`src/rtl/video_pkg.sv`:
```
// Shared video types: frame geometry, RGB pixel formats and the frame-writer state encoding.
package video_pkg;

    localparam int FRAME_W      = 320;
    localparam int FRAME_H      = 240;
    localparam int FRAME_PIXELS = FRAME_W * FRAME_H;

    typedef struct packed {
        logic [9:0] r;
        logic [9:0] g;
        logic [9:0] b;
    } rgb30_t;

    typedef struct packed {
        logic [3:0] r;
        logic [3:0] g;
        logic [3:0] b;
    } rgb12_t;

    typedef enum logic [1:0] {IDLE, WRITE, DROP} wr_state_t;

    // Keep only the top nibble of each channel; plain truncation, no rounding.
    function automatic rgb12_t pack_rgb12(input rgb30_t px);
        rgb12_t q;
        q.r = px.r[9:6];
        q.g = px.g[9:6];
        q.b = px.b[9:6];
        return q;
    endfunction

endpackage

```
`src/rtl/st_frame_writer.sv`:
```
// Avalon-ST video sink that writes framed RGB beats linearly into the 12-bit frame buffer,
// checking sop/eop framing, honouring freeze between frames and counting good frames.
module st_frame_writer
    import video_pkg::*;
#(
    parameter int WIDTH  = FRAME_W,
    parameter int HEIGHT = FRAME_H,
    parameter int DATA_W = 30,
    parameter int ADDR_W = 17,
    parameter int PIX_W  = 12
) (
    input  logic              clk,
    input  logic              reset,
    input  logic [DATA_W-1:0] sink_data,
    input  logic              sink_valid,
    input  logic              sink_startofpacket,
    input  logic              sink_endofpacket,
    output logic              sink_ready,
    input  logic              freeze,
    output logic [ADDR_W-1:0] wr_addr,
    output logic [PIX_W-1:0]  wr_data,
    output logic              wr_en,
    output logic              frame_done,
    output logic              frame_err,
    output logic [7:0]        frame_count,
    output logic              busy
);

    localparam int                PIXELS    = WIDTH * HEIGHT;
    localparam logic [ADDR_W-1:0] LAST_ADDR = ADDR_W'(PIXELS - 1);

    wr_state_t         state, state_next;
    logic [ADDR_W-1:0] counter, counter_next;
    logic              freeze_latched, freeze_latched_next;

    logic              accept, beat_sop, beat_eop;
    logic              writing, at_last, good_end, frame_ends;
    logic [ADDR_W-1:0] beat_addr;

    logic              wr_en_next, frame_done_next, frame_err_next;
    logic [ADDR_W-1:0] wr_addr_next;
    logic [PIX_W-1:0]  wr_data_next;
    logic [7:0]        frame_count_next;

    // A sop always restarts an open frame; outside a frame it only starts one when not frozen.
    assign accept     = sink_valid && sink_ready;
    assign beat_sop   = accept && sink_startofpacket;
    assign beat_eop   = accept && sink_endofpacket;
    assign writing    = (beat_sop && (state == WRITE || !freeze_latched)) || (accept && state == WRITE);
    assign beat_addr  = beat_sop ? '0 : counter;
    assign at_last    = (beat_addr == LAST_ADDR);
    assign good_end   = writing && beat_eop && at_last;
    assign frame_ends = writing ? (beat_eop || at_last) : (state == DROP && beat_eop && !beat_sop);
    assign busy       = (state == WRITE);

    always_ff @(posedge clk) begin
        if (reset) begin
            state          <= IDLE;
            counter        <= '0;
            freeze_latched <= 1'b0;
        end else begin
            state          <= state_next;
            counter        <= counter_next;
            freeze_latched <= freeze_latched_next;
        end
    end

    always_comb begin
        state_next          = state;
        counter_next        = counter;
        freeze_latched_next = freeze_latched;
        if (writing) begin
            if (beat_eop)
                state_next = IDLE;
            else if (at_last)
                state_next = DROP;
            else
                state_next = WRITE;
            counter_next = frame_ends ? '0 : beat_addr + ADDR_W'(1);
        end else if (state == DROP && (beat_sop || beat_eop)) begin
            state_next = IDLE;
        end
        // freeze only takes effect between frames so a frame in flight always completes.
        if (state == IDLE || frame_ends)
            freeze_latched_next = freeze;
    end

    always_comb begin
        wr_en_next       = writing;
        wr_addr_next     = writing ? beat_addr : wr_addr;
        wr_data_next     = writing ? PIX_W'(pack_rgb12(rgb30_t'(sink_data))) : wr_data;
        frame_done_next  = good_end;
        frame_err_next   = !good_end && ((state == WRITE && beat_sop) || (writing && (beat_eop || at_last)));
        frame_count_next = frame_count + 8'(good_end);
    end

    always_ff @(posedge clk) begin
        if (reset) begin
            sink_ready  <= 1'b0;
            wr_en       <= 1'b0;
            wr_addr     <= '0;
            wr_data     <= '0;
            frame_done  <= 1'b0;
            frame_err   <= 1'b0;
            frame_count <= 8'd0;
        end else begin
            sink_ready  <= 1'b1;
            wr_en       <= wr_en_next;
            wr_addr     <= wr_addr_next;
            wr_data     <= wr_data_next;
            frame_done  <= frame_done_next;
            frame_err   <= frame_err_next;
            frame_count <= frame_count_next;
        end
    end

endmodule

```
`config.mk`:
```
export PLATFORM = sky130hd
export DESIGN_NAME = st_frame_writer
export DESIGN_NICKNAME = d
export VERILOG_FILES = /design/src/rtl/video_pkg.sv /design/src/rtl/st_frame_writer.sv
export SDC_FILE = /design/constraint.sdc
export NUM_CORES = 1
export LEC_CHECK = 0
export ABC_CLOCK_PERIOD_IN_PS = 3800
export BUFFER_PORTS_ARGS = -buffer_cell sky130_fd_sc_hd__buf_2
export CAP_MARGIN = 0
export CORE_MARGIN = 2
export CORE_UTILIZATION = 51
export DETAILED_ROUTE_END_ITERATION = 6
export HOLD_SLACK_MARGIN = 0.03
export PLACE_DENSITY_LB_ADDON = 0.08
export RECOVER_POWER = 100
export SLEW_MARGIN = 20
export SYNTH_ARGS = -nofsm -noshare
export SYNTH_HDL_FRONTEND = slang
export SYNTH_SLANG_ARGS = --single-unit
```
`constraint.sdc`:
```
create_clock -name clk -period 3.8 [get_ports clk]
set_input_delay 0.38 -clock clk [delete_from_list [all_inputs] [get_ports clk]]
set_output_delay 0.38 -clock clk [all_outputs]
set_load 0.1 [all_outputs]
```
## After elaboration in Yosys (flattened, before gate mapping)

Index checks and enable logic that the tools add are counted.

- Output and inout port bits: 42
- Word-level logic and storage cells: 47
- Flip-flop bits (word level): 61
- Input bits: 36

- Equality and inequality tests: 3
- $add $sub $neg: 2
- Reduce and logical (&&, ||, !) cells: 24
- Muxes and demuxes: 8

Operators by type and width:

| cell | count |
|---|---|
| 2-to-1 mux 17 bit | 2 |
| adder 17 x 1 -> 17 bit, second input constant | 1 |
| == test 17 bit, second input constant | 1 |
| logical AND 1 bit | 13 |
| adder 8 x 1 -> 8 bit | 1 |
| 2-to-1 mux 2 bit | 4 |
| logical OR 1 bit | 6 |
| logical NOT 1 bit | 3 |
| == test 2 x 1 -> 1 bit, second input constant | 1 |
| == test 2 bit, second input constant | 1 |
| logical NOT 2 bit | 1 |
| 2-to-1 mux 1 bit | 2 |
| nonzero test 2 bit | 1 |

## Longest topological paths before layout

Gate-level depths: netlist (run 1).

- Depth after elaboration: 8
- Depth in mapped cells: 14

## Worst setup path before layout (run 1)

No wires, ideal clock.

- Kind: register -> register
- From: register sink_ready
- To: register frame_count[5]
- Stages on the path, launching flop included: 14
- Clock period less this slack: 3.428 ns
- Required time: 3.672 ns
- Slack: 0.372 ns
- Arrival time: 3.300 ns
- Path through: dfxtp_1 nand3_1 clkbuf_1 and2_1 ha_1 nand3_1 nor3_4 and3_2 and2_1 ha_1 and3_1 nand3_1 xor2_1 nor2_1

RTL lines:

| item | RTL line | source |
|---|---|---|
| start: declaration | st_frame_writer.sv:18 | `output logic sink_ready,` |
| start signal: assignment | st_frame_writer.sv:99 | `sink_ready <= 1'b0;` |
| start signal: assignment | st_frame_writer.sv:107 | `sink_ready <= 1'b1;` |
| logical AND 1 bit | st_frame_writer.sv:46 | `assign accept = sink_valid && sink_ready;` |
| logical AND 1 bit | st_frame_writer.sv:47 | `assign beat_sop = accept && sink_startofpacket;` |
| 2-to-1 mux 17 bit | st_frame_writer.sv:50 | `assign beat_addr = beat_sop ? '0 : counter;` |
| named net beat_addr[1] | st_frame_writer.sv:38 | `logic [ADDR_W-1:0] beat_addr;` |
| == test 17 bit | st_frame_writer.sv:51 | `assign at_last = (beat_addr == LAST_ADDR);` |
| logical AND 1 bit | st_frame_writer.sv:52 | `assign good_end = writing && beat_eop && at_last;` |
| named net frame_done_next | st_frame_writer.sv:40 | `logic wr_en_next, frame_done_next, frame_err_next;` |
| adder 8 x 1 -> 8 bit | st_frame_writer.sv:94 | `frame_count_next = frame_count + 8'(good_end);` |
| end signal: assignment | st_frame_writer.sv:113 | `frame_count <= frame_count_next;` |
| end: declaration | st_frame_writer.sv:25 | `output logic [7:0] frame_count,` |

The timed path passes the listed nets, and every way through them passes these cells.
A chain may end at the register's enable or synchronous reset.

## Worst setup path in the final report (run 1)

- From: register sink_ready
- To: register counter[9]

- Cells in the longest elaborated chain, start to end: 7

RTL lines:

| item | RTL line | source |
|---|---|---|
| logical AND 1 bit (*) | st_frame_writer.sv:46 |  |
| logical AND 1 bit (*) | st_frame_writer.sv:47 |  |
| 2-to-1 mux 17 bit (*) | st_frame_writer.sv:50 |  |
| named net beat_addr[1] | st_frame_writer.sv:38 |  |
| parallel branches: the longest is 3 deep, another holds adder 17 x 1 -> 17 bit | n/a |  |
| 2-to-1 mux 17 bit (*) | st_frame_writer.sv:79 | `counter_next = frame_ends ? '0 : beat_addr + ADDR_W'(1);` |
| end signal: assignment | st_frame_writer.sv:63 | `counter <= counter_next;` |
| end: declaration | st_frame_writer.sv:33 | `logic [ADDR_W-1:0] counter, counter_next;` |

Mark *: on every way through the listed nets, which the timed path passes.

==> results.toml, run 1 <==
[outcome]
status = "completed"

[synthesis]
synth_edf_count = 0
yosysWarnings = 0
syn_area_sq_um = 2684
seq_area_frac_synth = 0.4550
synth_area_leaders = "dfxtp_1, nand2_1, a22oi_1"
ys.flop_type = "dfxtp_1"
yosys.cell_count.top_type = "dfxtp_1"
synth_cell_types = 53
synth-seq-cells = 61
yosys.area.top_type = "dfxtp_1"
syn-num-nets = 343
synth_area_per_cell_sq_um = 8.828
syn_inst = 304
synthArstFlopShare = 0
synth_top_area_frac = 0.4550
synth_common_cells = "dfxtp_1, nand2_1, nor2_1"

[global_routing]
use_met1 = 0.2784
grtUsageMet2 = 0.3248
met3_usage = 0.05213
track_usage = 0.2121
antenna_found_initial = 0
grt_start_max_net_pins = 52
grt-busiest-layer = "met2"
grt_pass1_wl_microns = 10070
gr-total-overflow = 0
grt_pass1_vias = 2175

[timing]
fin_crit_sh = 0.7880
fmax_mhz = 333.9
hold_violations = 0
slew-limit-headroom = 0.2142
drv_slew = 0
worst_pin_slew_ns = 1.184
rsz0062_at_grt = "false"
skew_ns = 0.003445
tns_ns = 0
finalCriticalPeriod_ns = 2.995
finalSetupViolations = 0
holdWs_ns = 0.2835

[critical_path]
required_ns = 4.06
crit_path_start_kind = "flop"
setup.worst_path.end_class = "flop"
crit_arrival_ns = 3.26
cp_max_fo = 9
rr_startpoint = "sink_ready$_DFF_P_"
crit_type = "flop to flop"
startpoint = "sink_ready$_DFF_P_"

[route]
drtAntennaViolNets = 0
drtPass1Iterations = 4
vias = 2380
wirelength_microns = 5922
via_per_inst = 5.471
drt_iter0_markers = 119
drc = 0
wl_per_cell_microns = 13.61

[clock_tree]
cts_buffer_depth = 2
clock-sinks = 61
insertion_delay_ns = 0.33
clock-root-buffer = "clkbuf_8"
cts_tree = "done"
clk_pin_slew_ns = 0.06
cts.htree.levels = 3
cts_hold_buf = 0
cts_resized = 0
cts_setup_buffers = 0
cts_made_buffers = 9

[worst_hold_path]
hold_path.class = "input pin to flop"
hold_start = "sink_data[17]"

[cells_and_area]
final_nets = 401
areaGrowthSynthToFinish_pct = 13.24
diodes = 0
drive_gt1_frac = 0.1151

[pwr]
p_switching_mw = 0.3155
intPower_mw = 0.9284
seqPwrFrac = 0.523
clockPowerShare = 0.395
swShare = 0.2536
power.density_nw_per_um2 = 409.3
ir_worst_vdd_uv = 212.4
p_comb_frac = 0.082
leakagePower_nw = 1.115

[placement]
gp_congestion = 0.8058
place_hpwl_microns = 3976
port_buffers = 59

[die]
die_x_microns = 76.54
start_util = 0.5255
fp.coreArea_sq_um = 5107
std_cell_rows = 26
pin_count = 78
die_area_sq_um = 5858
die_y_microns = 76.54

[run]
drv_cap = 0
logic make-up (layout without fill, tap and decap cells):
group	after synthesis	in the layout	share of synthesized area
AO/OA/AOI/OAI	80	80	0.2187
adder cells (fa/ha/maj)	3	3	0.01399
buffers and inverters	24	85	0.04801
flip-flops	61	61	0.4550
multiplexers	2	2	0.007460
XOR/XNOR	6	6	0.01958
AND/OR/NAND/NOR	128	128	0.2373
path summary, 6_finish.rpt:
check	slack (ns)	endpoint	cells past startpoint
worst min-delay path	0.28	wr_data[5]$_SDFFE_PP0P_	3
worst max register to register	0.81	counter[9]$_SDFFE_PP0P_	9
worst max-delay path	0.81	counter[9]$_SDFFE_PP0P_	9
worst min register to register	0.46	wr_data[5]$_SDFFE_PP0P_	2
cell usage in the layout, fill, tap and decap left out, types with 3 or more instances in the layout:
cell and instances:
nor2b_1 3, nand3_1 11, nand2b_1 3, ha_1 3, clkbuf_8 11, buf_2 16
a21oi_1 20, nand2_1 45, a32oi_1 3, buf_4 3, xor2_1 4, a22oi_1 18
dfxtp_1 61, nor2_1 36, nand4_1 6, and3_1 7, a31oi_1 13, inv_1 6
o21ai_0 7, clkbuf_1 47
area by class of cell:
cell class	count	area, sq um
clock buffers	12	155.1
clock inverters	2	10.01
fillers	524	2068
inverters	6	22.52
multi-input cells	219	1267
flip-flops and latches	61	1221
well taps	70	87.58
repair buffers	65	275.3
power by group through the flow:
stage,Clock (mW),Combinational (mW),Sequential (mW)
after global placement,0,0.108,0.664
after global routing,0.533,0.111,0.650
after detailed placement,0,0.109,0.664
after CTS,0.505,0.109,0.650
final,0.491,0.102,0.650
after floorplan,0,0.0462,0.700
stage by stage:
stage                     power, mW  worst slack (ns)  instances  cell area [sq um]    util
after floorplan              0.7458            0.3723        304               2684       -
after global placement       0.7722            0.8826        421               3013  0.5899
after detailed placement     0.7728            0.8627        421               3013  0.5899
after CTS                     1.264             1.004        435               3178  0.6222
after global routing          1.295            0.4477        435               3039  0.5951
final                         1.244            0.8055        435               3039  0.5951
registers in the layout, indices dropped and copies added (netlist names):
signal / count
sink_ready: 1
freeze_latched: 1
counter: 17
frame_done: 1
wr_addr: 17
wr_en: 1
state: 2
frame_count: 8
wr_data: 12
frame_err: 1
routing by layer:
layer  up-vias  part of all wire
met2        55              0.45
met3        10             0.041
met4         0             0.019
li1       1207                 -
met1      1108              0.49
met5         -                 0
critical path, cell delays in order (launching register included):
cell and delay [ns]:
dfxtp_1 0.40, nand3_1 0.29, and2_1 0.27, ha_1 0.22
nand3_1 0.14, nor3_1 0.08, clkbuf_1 0.22, a311oi_1 0.90
a32oi_1 0.21, a21oi_1 0.19
(Power assumes the default switching activity.)
==> run 2, diff against run 1 <==
--- a/config.mk
+++ b/config.mk
@@ -5,11 +5,11 @@
 export SDC_FILE = /design/constraint.sdc
 export NUM_CORES = 1
 export LEC_CHECK = 0
-export ABC_CLOCK_PERIOD_IN_PS = 3800
+export ABC_CLOCK_PERIOD_IN_PS = 2550
 export BUFFER_PORTS_ARGS = -buffer_cell sky130_fd_sc_hd__buf_2
 export CAP_MARGIN = 0
 export CORE_MARGIN = 2
-export CORE_UTILIZATION = 51
+export CORE_UTILIZATION = 46
 export DETAILED_ROUTE_END_ITERATION = 6
 export HOLD_SLACK_MARGIN = 0.03
 export PLACE_DENSITY_LB_ADDON = 0.08
==> constraint.sdc (replaced) <==
create_clock -name clk -period 2.55 [get_ports clk]
set_input_delay 0.255 -clock clk [delete_from_list [all_inputs] [get_ports clk]]
set_output_delay 0.255 -clock clk [all_outputs]
set_load 0.1 [all_outputs]
==> results.toml, run 2 (synthesis gave the netlist of run 1 again) <==
[route]
vias = 2396
via_per_inst = 5.433
wirelength_microns = 6175
drtPass1Iterations = 4
wl_per_cell_microns = 14.00
drc = 0
drt_iter0_markers = 133
drtAntennaViolNets = 0

[timing]
rsz0062_at_grt = "false"
fin_crit_sh = 0.9069
skew_ns = 0.005071
slew-limit-headroom = 0.2129
holdWs_ns = 0.1457
finalCriticalPeriod_ns = 2.313
hold_violations = 0
worst_pin_slew_ns = 1.186
fmax_mhz = 432.4
drv_slew = 0
finalSetupViolations = 0
tns_ns = 0

[run]
drv_cap = 0

[critical_path]
setup.worst_path.end_class = "flop"
crit_type = "flop to flop"
path_delay_family = "simple AND/OR/NAND/NOR gates"
crit_arrival_ns = 2.50
path_buf_inv = 0
max_stage_delay_ns = 0.37
startpoint = "sink_ready$_DFF_P_"
required_ns = 2.74
crit_slowest_cell = "dfxtp_1"
cp.depth = 12
crit_path_start_kind = "flop"
ff2ff_setup_slack_ns = 0.24
cp_max_fo = 6
crit_end = "frame_count[4]$_SDFF_PP0_"
rr_startpoint = "sink_ready$_DFF_P_"
worst_r2r_path_depth = 12
r2r_end = "frame_count[4]$_SDFF_PP0_"
crit_chain = "nand3_4, and2_4, ha_4, nand3_4, nor3_4, and3_4, and2_4, ha_4, ha_1, nand3_1, xor2_1, nor2_1"

[die]
start_util = 0.4815
std_cell_rows = 27
die_y_microns = 80.39
die_x_microns = 80.39
fp.coreArea_sq_um = 5574
die_area_sq_um = 6462
pin_count = 78

[outcome]
status = "completed"

[clock_tree]
cts_hold_buf = 0
cts_buffer_depth = 2
clock-sinks = 61
cts_made_buffers = 9
cts_resized = 0
clk_pin_slew_ns = 0.06
insertion_delay_ns = 0.34
clock-root-buffer = "clkbuf_8"
cts_tree = "done"
cts.htree.levels = 3
cts_setup_buffers = 0

[global_routing]
antenna_found_initial = 0
grt_start_max_net_pins = 43
gr-total-overflow = 0
grt_pass1_wl_microns = 9818
track_usage = 0.1999
grt_pass1_vias = 2082

[cells_and_area]
final_cell_mix = "dfxtp_1, clkbuf_1, nand2_1, nor2_1, a21oi_1"
reg_top3 = "counter (17), wr_addr (17), wr_data (12)"
drive_gt1_frac = 0.1599
areaGrowthSynthToFinish_pct = 18.69
instances_no_fill = 441
final_common_cell = "dfxtp_1"
diodes = 0
final_nets = 403

[pwr]
power.density_nw_per_um2 = 592.4
leakagePower_nw = 1.130
ir_worst_vdd_uv = 362.5
p_total_mw = 1.887

[placement]
gp_congestion = 0.7974
dp_cells = 425
place_hpwl_microns = 4176
port_buffers = 59

[worst_hold_path]
hold_path.class = "input pin to flop"
run 2: cell count changes in the layout (fill, tap and decap cells not counted), sizes merged:
cell and delta:
clkinv -1, clkbuf +1, buf +4
run 2: worst min-delay path by stage:
stage,startpoint,endpoint,depth (start not counted),slack [ns]
5_1_grt,sink_data[27],wr_data[9]$_SDFFE_PP0P_,3,0.14
3_3_place_gp,wr_data[8]$_SDFFE_PP0P_,wr_data[8]$_SDFFE_PP0P_,2,0.44
2_1_floorplan,sink_data[28],wr_data[10]$_SDFFE_PP0P_,2,0.39
3_5_place_dp,wr_data[0]$_SDFFE_PP0P_,wr_data[0]$_SDFFE_PP0P_,2,0.44
6_report,sink_data[9],wr_data[3]$_SDFFE_PP0P_,3,0.15
4_1_cts,sink_data[18],wr_data[6]$_SDFFE_PP0P_,3,0.13
run 2: metal layers:
metal  GRT usage  vias to the layer above  share of wire
met3     0.04382                       12          0.040
met2      0.2950                       53           0.44
li1            -                     1215              -
met5           0                        -              0
met1      0.2689                     1116           0.50
met4      0.1119                        0          0.022
run 2: power by group:
part	internal, mW	switching [mW]	leakage [nW]
Combinational	0.0319	0.127	0.550
Sequential	0.962	0.00632	0.493
Clock	0.406	0.353	0.0877
run 2: per-stage QoR:
stage	instance area, sq um	utilization	setup slack, ns
floorplan	2766	-	-0.1282
global placement	3103	0.5567	0.2596
detailed placement	3103	0.5567	0.2380
CTS	3274	0.5874	0.2960
global route	3186	0.5715	0.1029
finish	3186	0.5715	0.2375
run 2: worst min-delay path, cell delays in order:
cell	delay (ns)
buf_2	0.09
nand2_1	0.04
a21oi_1	0.05
run 2: cell type report:
type                       count  area [sq um]
clock inverter                 1         5.005
tap                           72         90.09
timing repair buffer          67         299.0
fill                         546          2389
clock buffer                  15         166.4
sequential                    61          1221
multi-input combinational    219          1381
inverter                       6         22.52
